<file path="src/rtl/nec_prefetch_pkg.sv">
// Shared types for the NEC core prefetch queue.
package types;

    // Prefetch bus-cycle state
    typedef enum logic [1:0] {
        IDLE    = 2'd0,
        REQUEST = 2'd1,
        DATA    = 2'd2
    } prefetch_state_e;

    // Queue depth in bytes and the width of the fill-level count (0..8)
    localparam int IPQ_DEPTH = 8;
    localparam int IPQ_LEN_W = 4;

    typedef logic [IPQ_LEN_W-1:0] ipq_len_t;

endpackage

</file>
<file path="src/rtl/nec_prefetch.sv">
// Instruction prefetch queue: 8-byte circular buffer indexed by code address
// bits [2:0], filled by word/byte bus fetches and drained by the decoder's pc.
module nec_prefetch
    import types::*;
(
    input  logic                              clk,
    input  logic                              reset_n,
    input  logic                              ce_1,
    input  logic                              ce_2,
    input  logic [15:0]                       cs,
    input  logic [15:0]                       pc,
    input  logic [15:0]                       new_pc,
    input  logic                              set_pc,
    input  logic                              pause,
    output logic [IPQ_DEPTH-1:0][7:0]         ipq,
    output ipq_len_t                          ipq_len,
    output logic                              bus_req,
    output logic [19:0]                       bus_addr,
    output logic                              bus_wide,
    input  logic                              bus_ack,
    input  logic                              bus_rdy,
    input  logic [15:0]                       bus_data
);

    prefetch_state_e state, state_nxt;
    logic [15:0]     fetch_ip;
    logic            discard;
    logic            ce;
    logic            issue;
    logic            rdy_take;
    logic [3:0]      free;
    logic [11:0]     len_hi_unused;
    logic [2:0]      wr_lo, wr_hi;

    assign ce = ce_1 | ce_2;

    // Fill level is the distance from the consumer to the fetch pointer; the
    // upper bits are always zero because space is reserved at issue time.
    assign {len_hi_unused, ipq_len} = fetch_ip - pc;
    assign free = 4'd8 - ipq_len;

    // Even addresses need room for two bytes, odd addresses for one.
    assign issue = !pause && !set_pc &&
                   (fetch_ip[0] ? (free >= 4'd1) : (free >= 4'd2));

    // Returned data is kept only if no flush hit this cycle or an earlier one.
    assign rdy_take = (state == DATA) && bus_rdy && !discard && !set_pc;

    assign wr_lo = fetch_ip[2:0];
    assign wr_hi = wr_lo + 3'd1;

    // State register
    always_ff @(posedge clk or negedge reset_n) begin
        if (!reset_n)
            state <= IDLE;
        else if (ce)
            state <= state_nxt;
    end

    // Next-state: issue, wait for accept, wait for data
    always_comb begin
        state_nxt = state;
        case (state)
            IDLE:    if (issue)   state_nxt = REQUEST;
            REQUEST: if (bus_ack) state_nxt = DATA;
            DATA:    if (bus_rdy) state_nxt = IDLE;
            default:              state_nxt = IDLE;
        endcase
    end

    // Bus request outputs, fetch pointer and discard flag
    always_ff @(posedge clk or negedge reset_n) begin
        if (!reset_n) begin
            bus_req  <= 1'b0;
            bus_addr <= 20'h0;
            bus_wide <= 1'b0;
            fetch_ip <= 16'h0;
            discard  <= 1'b0;
        end else if (ce) begin
            if (state == IDLE && issue) begin
                bus_req  <= 1'b1;
                bus_addr <= {cs, 4'h0} + {4'h0, fetch_ip};
                bus_wide <= ~fetch_ip[0];
            end
            if (state == REQUEST && bus_ack)
                bus_req <= 1'b0;

            if (rdy_take)
                fetch_ip <= fetch_ip + (bus_wide ? 16'd2 : 16'd1);
            if (state == DATA && bus_rdy)
                discard <= 1'b0;

            // A flush never cancels an accepted cycle; it just poisons its data.
            // When it lands on the rdy edge the cycle is already over.
            if (set_pc) begin
                fetch_ip <= new_pc;
                if (state == REQUEST || (state == DATA && !bus_rdy))
                    discard <= 1'b1;
            end
        end
    end

    // Queue storage: word data low byte at the even address, odd bytes on [15:8]
    always_ff @(posedge clk or negedge reset_n) begin
        if (!reset_n) begin
            ipq <= '0;
        end else if (ce && rdy_take) begin
            if (bus_wide) begin
                ipq[wr_lo] <= bus_data[7:0];
                ipq[wr_hi] <= bus_data[15:8];
            end else begin
                ipq[wr_lo] <= bus_data[15:8];
            end
        end
    end

endmodule

</file>
<file path="config.mk">
export PLATFORM = sky130hd
export DESIGN_NAME = nec_prefetch
export DESIGN_NICKNAME = d
export VERILOG_FILES = /design/src/rtl/nec_prefetch_pkg.sv /design/src/rtl/nec_prefetch.sv
export SDC_FILE = /design/constraint.sdc
export NUM_CORES = 1
export LEC_CHECK = 0
export CAP_MARGIN = 20
export CORE_ASPECT_RATIO = 1.2
export CORE_MARGIN = 2
export CORE_UTILIZATION = 35
export CTS_BUF_LIST = sky130_fd_sc_hd__clkbuf_16
export DETAILED_ROUTE_END_ITERATION = 10
export PLACE_DENSITY_LB_ADDON = 0.25
export SLEW_MARGIN = 30
export SYNTH_ARGS = -nofsm -noshare
export SYNTH_HDL_FRONTEND = slang
export SYNTH_SLANG_ARGS = --single-unit
</file>
<file path="constraint.sdc">
create_clock -name clk -period 4.3 [get_ports clk]
set_input_delay 0.645 -clock clk [delete_from_list [all_inputs] [get_ports clk]]
set_output_delay 0.645 -clock clk [all_outputs]
set_load 0.03 [all_outputs]
</file>
; ---- Word level (Yosys, flattened, before mapping)
; Index checks and enable logic that the tools add are counted.
[word_totals]
input_bits = 72
reg_bits = 105
output_inout_bits = 90
elab_cells = 76
[op_classes]
bitwise = 2
n_mux = 21
magnitude_cmp = 6
reduce_logical = 23
eq_ne = 5
n_addsub = 5
[ops]
columns = op, n
row1 = $bwmux W64, 3
row2 = $mux W64, 1
row3 = $demux W8 S3, 2
row4 = $mux W16, 2
row5 = $add A20 B16 Y20, 1
row6 = $add A16 B2 Y16, 1
row7 = $mux W8, 2
row8 = $logic_and A1 B1 Y1, 11
row9 = $lt A3 B4 Y1 const B, 2
row10 = $mux W2, 4
row11 = $ge A3 B1 Y1 const B, 2
row12 = $mux W1, 6
row13 = $ne A2 B2 Y1 const B, 3
row14 = $pmux W2 S3, 1
row15 = $reduce_and A2 Y1, 3
row16 = $ge A4 B1 Y1 const B, 1
row17 = $ge A4 B2 Y1 const B, 1
row18 = $logic_not A1 Y1, 4
row19 = $reduce_and A4 Y1, 1
row20 = $reduce_bool A2 Y1, 2
row21 = $sub A4 B4 Y4, 1
row22 = $sub A4 B4 Y4 const A, 1
row23 = $add A3 B1 Y3 const B, 1
row24 = $eq A2 B1 Y1 const B, 1
row25 = other kinds (5), 5

; ---- Depth between registers and ports, before layout
; Gate-level depths: netlist of the first run.
[logic_depth]
depth_word = 8
ltp_mapped = 14
mapped_depth_nobuf = 12

; ---- Worst setup path before layout of the first run
; No wires, ideal clock.
[synth_timing]
path_kind = register to register
from = reg fetch_ip[0]
to = reg bus_addr[13]
slack_ns = 0.983
setup_time_ns = 0.125
arrival_time_ns = 3.192
path_buffers = 2
synth_period_minus_slack_ns = 3.317
required_ns = 4.175
path_stages_with_launch = 13
cell_sequence = dfrtp_1 buf_2 inv_1 ha_1 inv_1 fa_1 inv_1 ha_1 o31ai_1 and3_1 a311oi_4 buf_6 mux2_2
[synth_via]
elab_chain_len = 7
word_cells_on_any_way = 9
cone_classes = 3 x add/sub / 2 x order compare / 1 x mux / 3 x reduce/logical
[synth_rtl]
columns = element, line_no
row1 = "start, declared", nec_prefetch.sv:26  ; logic [15:0] fetch_ip;
row2 = "start signal, assigned", nec_prefetch.sv:89  ; fetch_ip <= fetch_ip + (bus_wide ? 16'd2 : 16'd1);
row3 = "start signal, assigned", nec_prefetch.sv:96  ; fetch_ip <= new_pc;
row4 = $sub A4 B4 Y4 (*), nec_prefetch.sv:39  ; assign {len_hi_unused, ipq_len} = fetch_ip - pc;
row5 = via ipq_len[1], nec_prefetch.sv:16  ; output ipq_len_t ipq_len,
row6 = $sub A4 B4 Y4 (*), nec_prefetch.sv:40  ; assign free = 4'd8 - ipq_len;
row7 = $ge A4 B2 Y1 / $ge A4 B1 Y1 (equally long branches), nec_prefetch.sv:44  ; (fetch_ip[0] ? (free >= 4'd1) : (free >= 4'd2));
row8 = $mux W1 (*), nec_prefetch.sv:44
row9 = $logic_and A1 B1 Y1 (*), nec_prefetch.sv:43  ; assign issue = !pause && !set_pc &&
row10 = $logic_and A1 B1 Y1 (*), nec_prefetch.sv:80  ; if (state == IDLE && issue) begin
row11 = $reduce_and A2 Y1 (no source line) (*), --
row12 = "end signal, assigned", nec_prefetch.sv:82  ; bus_addr <= {cs, 4'h0} + {4'h0, fetch_ip};
row13 = "end, declared", nec_prefetch.sv:18  ; output logic [19:0] bus_addr,
; Mark *: on every way through the listed nets, which the timed path passes. The rest lies on a longest branch.
; A chain may end at the register's enable or synchronous reset.

; ---- Final worst setup path of the first run
[layout_timing]
from = in pc[0]
to = reg bus_addr[13]
[layout_via]
elab_chain_len = 7
word_cells_on_any_way = 8
cone_classes = 2 x add/sub / 2 x order compare / 1 x mux / 3 x reduce/logical
[layout_rtl]
columns = element, line_no
row1 = "start, declared", nec_prefetch.sv:11  ; input logic [15:0] pc,
row2 = $sub A4 B4 Y4 (*), nec_prefetch.sv:39
row3 = $sub A4 B4 Y4 (*), nec_prefetch.sv:40
row4 = $ge A4 B2 Y1 / $ge A4 B1 Y1 (equally long branches), nec_prefetch.sv:44
row5 = $mux W1 (*), nec_prefetch.sv:44
row6 = $logic_and A1 B1 Y1 (*), nec_prefetch.sv:43
row7 = $logic_and A1 B1 Y1 (*), nec_prefetch.sv:80
row8 = $reduce_and A2 Y1 (no source line) (*), --
; Mark *: on every way between the ends. The rest lies on a longest branch, timed or not.

==> flow_metrics.tcl, run 1 <==
set metrics [dict create \
    status "complete, no violations" \
    yosys_warnings 0 \
    cp.arrival_ns 3.69 \
    max_slew.worst_pin.slew_ns 0.8433 \
    worst_setup_hold_path_clk_slew_ns 0.07 \
    place_congestion 0.8621 \
    async_reset_ff_frac 1.000 \
    netlist_top_cells_area "dfrtp_1, a22oi_1, o21ai_0" \
    final.setup.tns_ns 0 \
    routed_via_count 5558 \
    power.density_cell_area_mw_per_mm2 692.3 \
    cts_post_setup_buffers_inserted 0 \
    viasPerCell 5.626 \
    yosys.area.top_type_share 0.4349 \
    fin_nets 864 \
    grt_pass1_wl_um 27650 \
    synth-edff-count 0 \
    timing.max_cap.violations 0 \
    synthDominantAreaCellType "dfrtp_1" \
    critical_path.max_fanout 23 \
    cts.sinks 105 \
    tritoncts.num_buffers 9 \
    drt_first_iter_violations 400 \
    post-route-min-period_ns 3.451 \
    static_leakage_uw 0.003185 \
    dp_hpwl_um 12910 \
    postRouteAntennaNets 0 \
    clk-insertion-delay-late_ns 0.35 \
    die_width_um 123.9 \
    h-tree-depth 3 \
    holdBufCountCts 0 \
    final_cell_mix "clkdlybuf4s50_1, dfrtp_1, nand2_1, a22oi_1, o21ai_0" \
    cp-start-kind "primary input" \
    die_h_um 147.9 \
    synth_cell_type_count 62 \
    tritoncts "yes" \
    grt_remaining_overflow 0 \
    grt_setup_unrepaired "no" \
    syn_nets 730 \
    mostFrequentLayoutCell "clkdlybuf4s50_1" \
    crit_type "in -> reg" \
    post_route_cells_drive_above_1_share 0.07772 \
    timing.hold.worst.class "in -> async" \
    timing.critical_path.required_ns 4.54 \
    number_of_synthesized_register_bits 105 \
    final_worst_clock_skew_ns 0.003374 \
    wire_per_inst_um 17.92 \
    setup_violations 0 \
    gr-usage-all-layers 0.1935 \
    ctsResizeCount 0 \
    slew-limit-headroom 0.4377 \
    numPortBuffers 149 \
    yosys_most_used_dff "dfrtp_1" \
    clockBufferDepth 2 \
    average_size_of_a_mapped_cell_um2 9.545 \
    grt_pass1_vias 5459 \
    slew_violations 0 \
    drt_pass1_iterations 6 \
    fin_crit_sh 0.8027 \
    n_antenna_cell 0 \
    final_design_area_no_fill_mm2 0.007994 \
    clockRootBuffer "clkbuf_16" \
    postSynthCellCount 633 \
    proportion_of_synthesized_chip_area_in_sequential_cells 0.4349 \
    timing.critical_path.to_type "flip-flop" \
    clock.fmax_mhz 289.7 \
    initial_utilization 0.3572 \
    placed_standard_cell_area_mm2 0.007714 \
    vdd_ir_drop_max_mv 0.2933 \
    core_region_area_mm2 0.01692 \
    io-pin-count 162 \
    core.rowCount 52 \
    netlist_area_mm2 0.006042 \
    hold_viol 0 \
    drc 0 \
    wirelength_um 17710 \
    antenna_found_initial 0 \
    floorplan.die_area_mm2 0.01833 \
    grt_max_degree 76 \
    n_fill_cell 1626 \
    layout-area-overhead-vs-synth_pct 32.30 \
]
## cells by family (layout without fill, tap and decap cells)
| family | after synthesis | in the layout | synth area share |
|---|---|---|---|
| xor gates and xnor gates | 13 | 13 | 0.02133 |
| buffers and inverters | 53 | 192 | 0.03748 |
| DFF | 105 | 105 | 0.4349 |
| and+or+nand+nor | 170 | 170 | 0.1429 |
| muxes | 34 | 34 | 0.06171 |
| adders and majority gates | 25 | 25 | 0.05550 |
| AOI/OAI and AO/OA | 233 | 233 | 0.2462 |
## sequential cells by signal, summed over array words and instances, names as in the netlist
register  count
state         2
bus_wide      1
bus_req       1
discard       1
bus_addr     20
ipq          64
fetch_ip     16
## power by group
group          internal, uW  leakage [uW]  switching, uW  total (uW)
combinational          1260       0.00170           1840        3090
clock                   399      0.000138            391         791
sequential             1350       0.00135            296        1650
total                  3010       0.00319           2520        5530
## worst paths after layout
kind | end | slack, ns | startpoint | depth (start not counted)
worst min-delay path | ipq[42] | 0.32 | reset_n | 1
min in group clk | ipq[55] | 0.49 | ipq[55] | 2
worst max-delay path | bus_addr[13] | 0.85 | pc[0] | 12
worst min register to register | ipq[55] | 0.49 | ipq[55] | 2
max in group asynchronous | ipq[0] | 3.12 | reset_n | 2
worst max register to register | bus_addr[13] | 0.95 | fetch_ip[0] | 12
## synth_stat cells (4+ instances only)
cell type and instances:
dfrtp_1 105, nand2_1 80, a22oi_1 74, o21ai_0 74
o21ai_1 25, ha_1 22, a21oi_1 21, inv_1 18
nor2_1 18, clkbuf_1 15, mux2_1 14, mux2_2 12
nor3_1 10, buf_1 9, nor3_2 9, and3_1 8
mux2i_1 8, nand3_1 8, a21o_1 7, buf_2 7
o21a_1 6, xnor2_1 6, nor2b_1 5, xor2_1 5
nor2_2 4, or4_1 4
## critical path, cell delays in order
cell	delay, ns
clkdlybuf4s50_1	0.47
ha_1	0.17
inv_1	0.06
fa_1	0.58
inv_1	0.10
ha_1	0.21
nand3b_1	0.10
o31ai_1	0.10
and3_1	0.23
a311oi_4	0.28
buf_4	0.36
mux2_2	0.38
## metrics by stage
stage | setup WS [ns] | std cells | power, uW | util | hold slack (ns)
global route | 0.6425 | 988 | 5907 | 0.4726 | 0.3757
detailed placement | 0.4610 | 972 | 4769 | 0.4560 | 0.4737
global placement | 0.6019 | 972 | 4689 | 0.4558 | 0.4655
floorplan | 0.9833 | 633 | 3601 | - | 0.3494
finish | 0.8486 | 988 | 5534 | 0.4726 | 0.3213
CTS | 0.8292 | 988 | 5579 | 0.4726 | 0.3474
## routing by layer
metal,vias up,GRT usage,part of all wire
met3,44,0.04437,0.074
met5,-,0,0
met1,2663,0.2328,0.40
met2,230,0.3308,0.50
met4,0,0.07865,0.029
li1,2621,-,-
## final cells by class
| class | count | area, um2 | share of cell area |
|---|---|---|---|
| multi-input combinational | 475 | 3192 | 0.3993 |
| sequential | 105 | 2628 | 0.3287 |
| timing repair buffer | 157 | 1553 | 0.1942 |
| tap | 216 | 270.3 | 0.03381 |
| clock buffer | 9 | 225.2 | 0.02817 |
| inverter | 19 | 71.32 | 0.008922 |
| clock inverter | 7 | 55.05 | 0.006887 |
No activity file was read; power rests on OpenSTA's default activity.
==> run 2: changes to the inputs <==
Clock period 4.3 ns to 2.8 ns, I/O delays scaled along.
==> run 2 against run 1 <==
  * Combinational power rose by 72%
  * Worst hold slack got worse by 0.21 ns
  * Critical path type is now reg -> reg
  * Critical path depth rose by 1
  * The flow now finishes with violations (negative setup slack)
==> flow_metrics.tcl, run 2 (synthesis gave the netlist of run 1 again) <==
set metrics [dict create \
    clk-insertion-delay-late_ns 0.36 \
    drt_first_iter_violations 374 \
    timing.max_cap.violations 0 \
    viasPerCell 5.504 \
    cpPeakStageDelay_ns 0.51 \
    drc 0 \
    numPortBuffers 149 \
    setup_violations 10 \
    power.switching_uw 4064 \
    initial_utilization 0.3572 \
    wirelength_um 18920 \
    final_cell_mix "clkdlybuf4s50_1, dfrtp_1, nand2_1, a22oi_1, o21ai_0" \
    power.share.clock 0.151 \
    largest_register_ffs 64 \
    crit_type "reg -> reg" \
    timing.hold.worst.class "in -> async" \
    core.rowCount 52 \
    tritoncts.num_buffers 9 \
    vdd_ir_drop_max_mv 0.5170 \
    n_antenna_cell 0 \
    place_congestion 0.8296 \
    timing.critical_path.required_ns 3.04 \
    combPwrFrac 0.576 \
    fin_nets 891 \
    post-route-min-period_ns 2.852 \
    post_route_cells_drive_above_1_share 0.1452 \
    critical_path.max_fanout 5 \
    fin_crit_sh 1.019 \
    timing.critical_path.to_type "flip-flop" \
    gr-usage-all-layers 0.2097 \
    final_worst_clock_skew_ns 0.01082 \
    worst_setup_hold_path_clk_slew_ns 0.07 \
    grt_remaining_overflow 0 \
    tritoncts "yes" \
    top_register "ipq" \
    dp_hpwl_um 13570 \
    antenna_found_initial 0 \
    power_report.internal_total_uw 5184 \
    clock.fmax_mhz 350.6 \
    die_width_um 123.9 \
    power.density_cell_area_mw_per_mm2 1097 \
    core_region_area_mm2 0.01692 \
    clockRootBuffer "clkbuf_16" \
    hold_viol 0 \
    grt_pass1_vias 5470 \
    floorplan.die_area_mm2 0.01833 \
    layout-area-overhead-vs-synth_pct 39.57 \
    n_fill_cell 1588 \
    placement.setup.worst_slack_ns -0.4995 \
    cp-start-kind "flip-flop" \
    cp_slowest_cell "fa_2" \
    clockBufferDepth 2 \
    grt_setup_unrepaired "yes" \
    postRouteAntennaNets 0 \
    netSwitchingFraction 0.4394 \
    io-pin-count 162 \
    wire_per_inst_um 18.64 \
    holdBufCountCts 0 \
    grt_pass1_wl_um 29570 \
    cp.arrival_ns 3.09 \
    slew-limit-headroom 0.5379 \
    routed_via_count 5587 \
    violations "negative setup slack" \
    cts.sinks 105 \
    slew_violations 0 \
    max_slew.worst_pin.slew_ns 0.6931 \
    mostFrequentLayoutCell "clkdlybuf4s50_1" \
    power_frac_seq 0.274 \
    drt_pass1_iterations 6 \
    static_leakage_uw 0.003406 \
    h-tree-depth 3 \
    status "finished, violations left" \
    grt_max_degree 65 \
    crit_chain "clkinv_4, ha_4, inv_2, fa_2, buf_4, ha_2, o31ai_4, o21ai_1, a21oi_2, a311oi_4, buf_6, buf_16, mux2_4" \
    final_util 0.4985 \
    postLayoutSetupSlackWorst_ns -0.05217 \
    die_h_um 147.9 \
    top_regs "ipq: 64 flops, bus_addr: 20 flops, fetch_ip: 16 flops" \
]
run 2: changes by cell type in the layout (fill, tap and decap cells not counted), moves of 4 or more:
cell / change
buf_4: +25
mux2_4: +18
mux2_1: -14
clkdlybuf4s50_1: -4
ha_1: -4
mux2_2: -4
run 2: worst paths after layout:
| check | cells past startpoint | end | from | slack [ns] |
|---|---|---|---|---|
| worst max-delay path | 13 | bus_addr[6] | fetch_ip[0] | -0.05 |
| worst min-delay path | 1 | ipq[21] | reset_n | 0.11 |
| worst max register to register | 13 | bus_addr[6] | fetch_ip[0] | -0.05 |
| worst min register to register | 2 | ipq[17] | ipq[17] | 0.48 |
| max in group asynchronous | 2 | fetch_ip[7] | reset_n | 1.92 |
| min in group clk | 2 | ipq[17] | ipq[17] | 0.48 |
run 2: final cells by class:
| cell class | instances | area [um2] | share of cell area |
|---|---|---|---|
| clock buffers | 9 | 225.2 | 0.02671 |
| clock inverters | 7 | 103.9 | 0.01231 |
| inverters | 19 | 78.83 | 0.009347 |
| multi-input cells | 475 | 3328 | 0.3947 |
| flip-flops and latches | 105 | 2628 | 0.3116 |
| well taps | 216 | 270.3 | 0.03205 |
| repair buffers | 184 | 1799 | 0.2134 |
run 2: power by group through the flow:
| stage | combinational, uW | clock, uW | sequential (uW) |
|---|---|---|---|
| 6_report | 5320 | 1390 | 2530 |
| 5_1_grt | 5750 | 1480 | 2600 |
| 4_1_cts | 5260 | 1430 | 2540 |
| 3_5_place_dp | 5130 | 0 | 2560 |
| 3_3_place_gp | 5040 | 0 | 2530 |
| 2_1_floorplan | 2320 | 0 | 3400 |
run 2: metal layers:
metal	vias to the layer above	track usage	wire length (um)
li1	2659	-	-
met1	2693	0.2560	7603
met2	212	0.3786	9824
met3	23	0.02778	1170
met4	0	0.06517	322
met5	-	0	0
run 2: what timing repair did:
| item | in CTS | in global routing |
|---|---|---|
| endpoints found under the setup margin | 22 | 24 |
| cloned | 2 | 0 |
| pin swaps | 3 | 6 |
| gates resized for setup | 7 | 10 |
| buffers inserted | 4 | 1 |
run 2: through the flow:
step                TNS (ns)  area [um2]  hold WS (ns)  total power [uW]  instances
global route          -2.695        8433        0.1540              9826       1015
CTS                   -1.368        8411        0.1199              9224       1015
detailed placement    -10.71        7980        0.4715              7691        993
finish               -0.4891        8433        0.1068              9248       1015
global placement      -9.625        7980        0.4653              7572        993
floorplan             -2.858        6143        0.1244              5721        633
run 2: critical path, delay by kind of cell (launching register included):
kind | cells | cell delay [ns]
buf+inv | 5 | 0.57
mux | 1 | 0.29
fa+ha+maj | 3 | 0.83
compound gates | 4 | 0.63
flops | 1 | 0.41
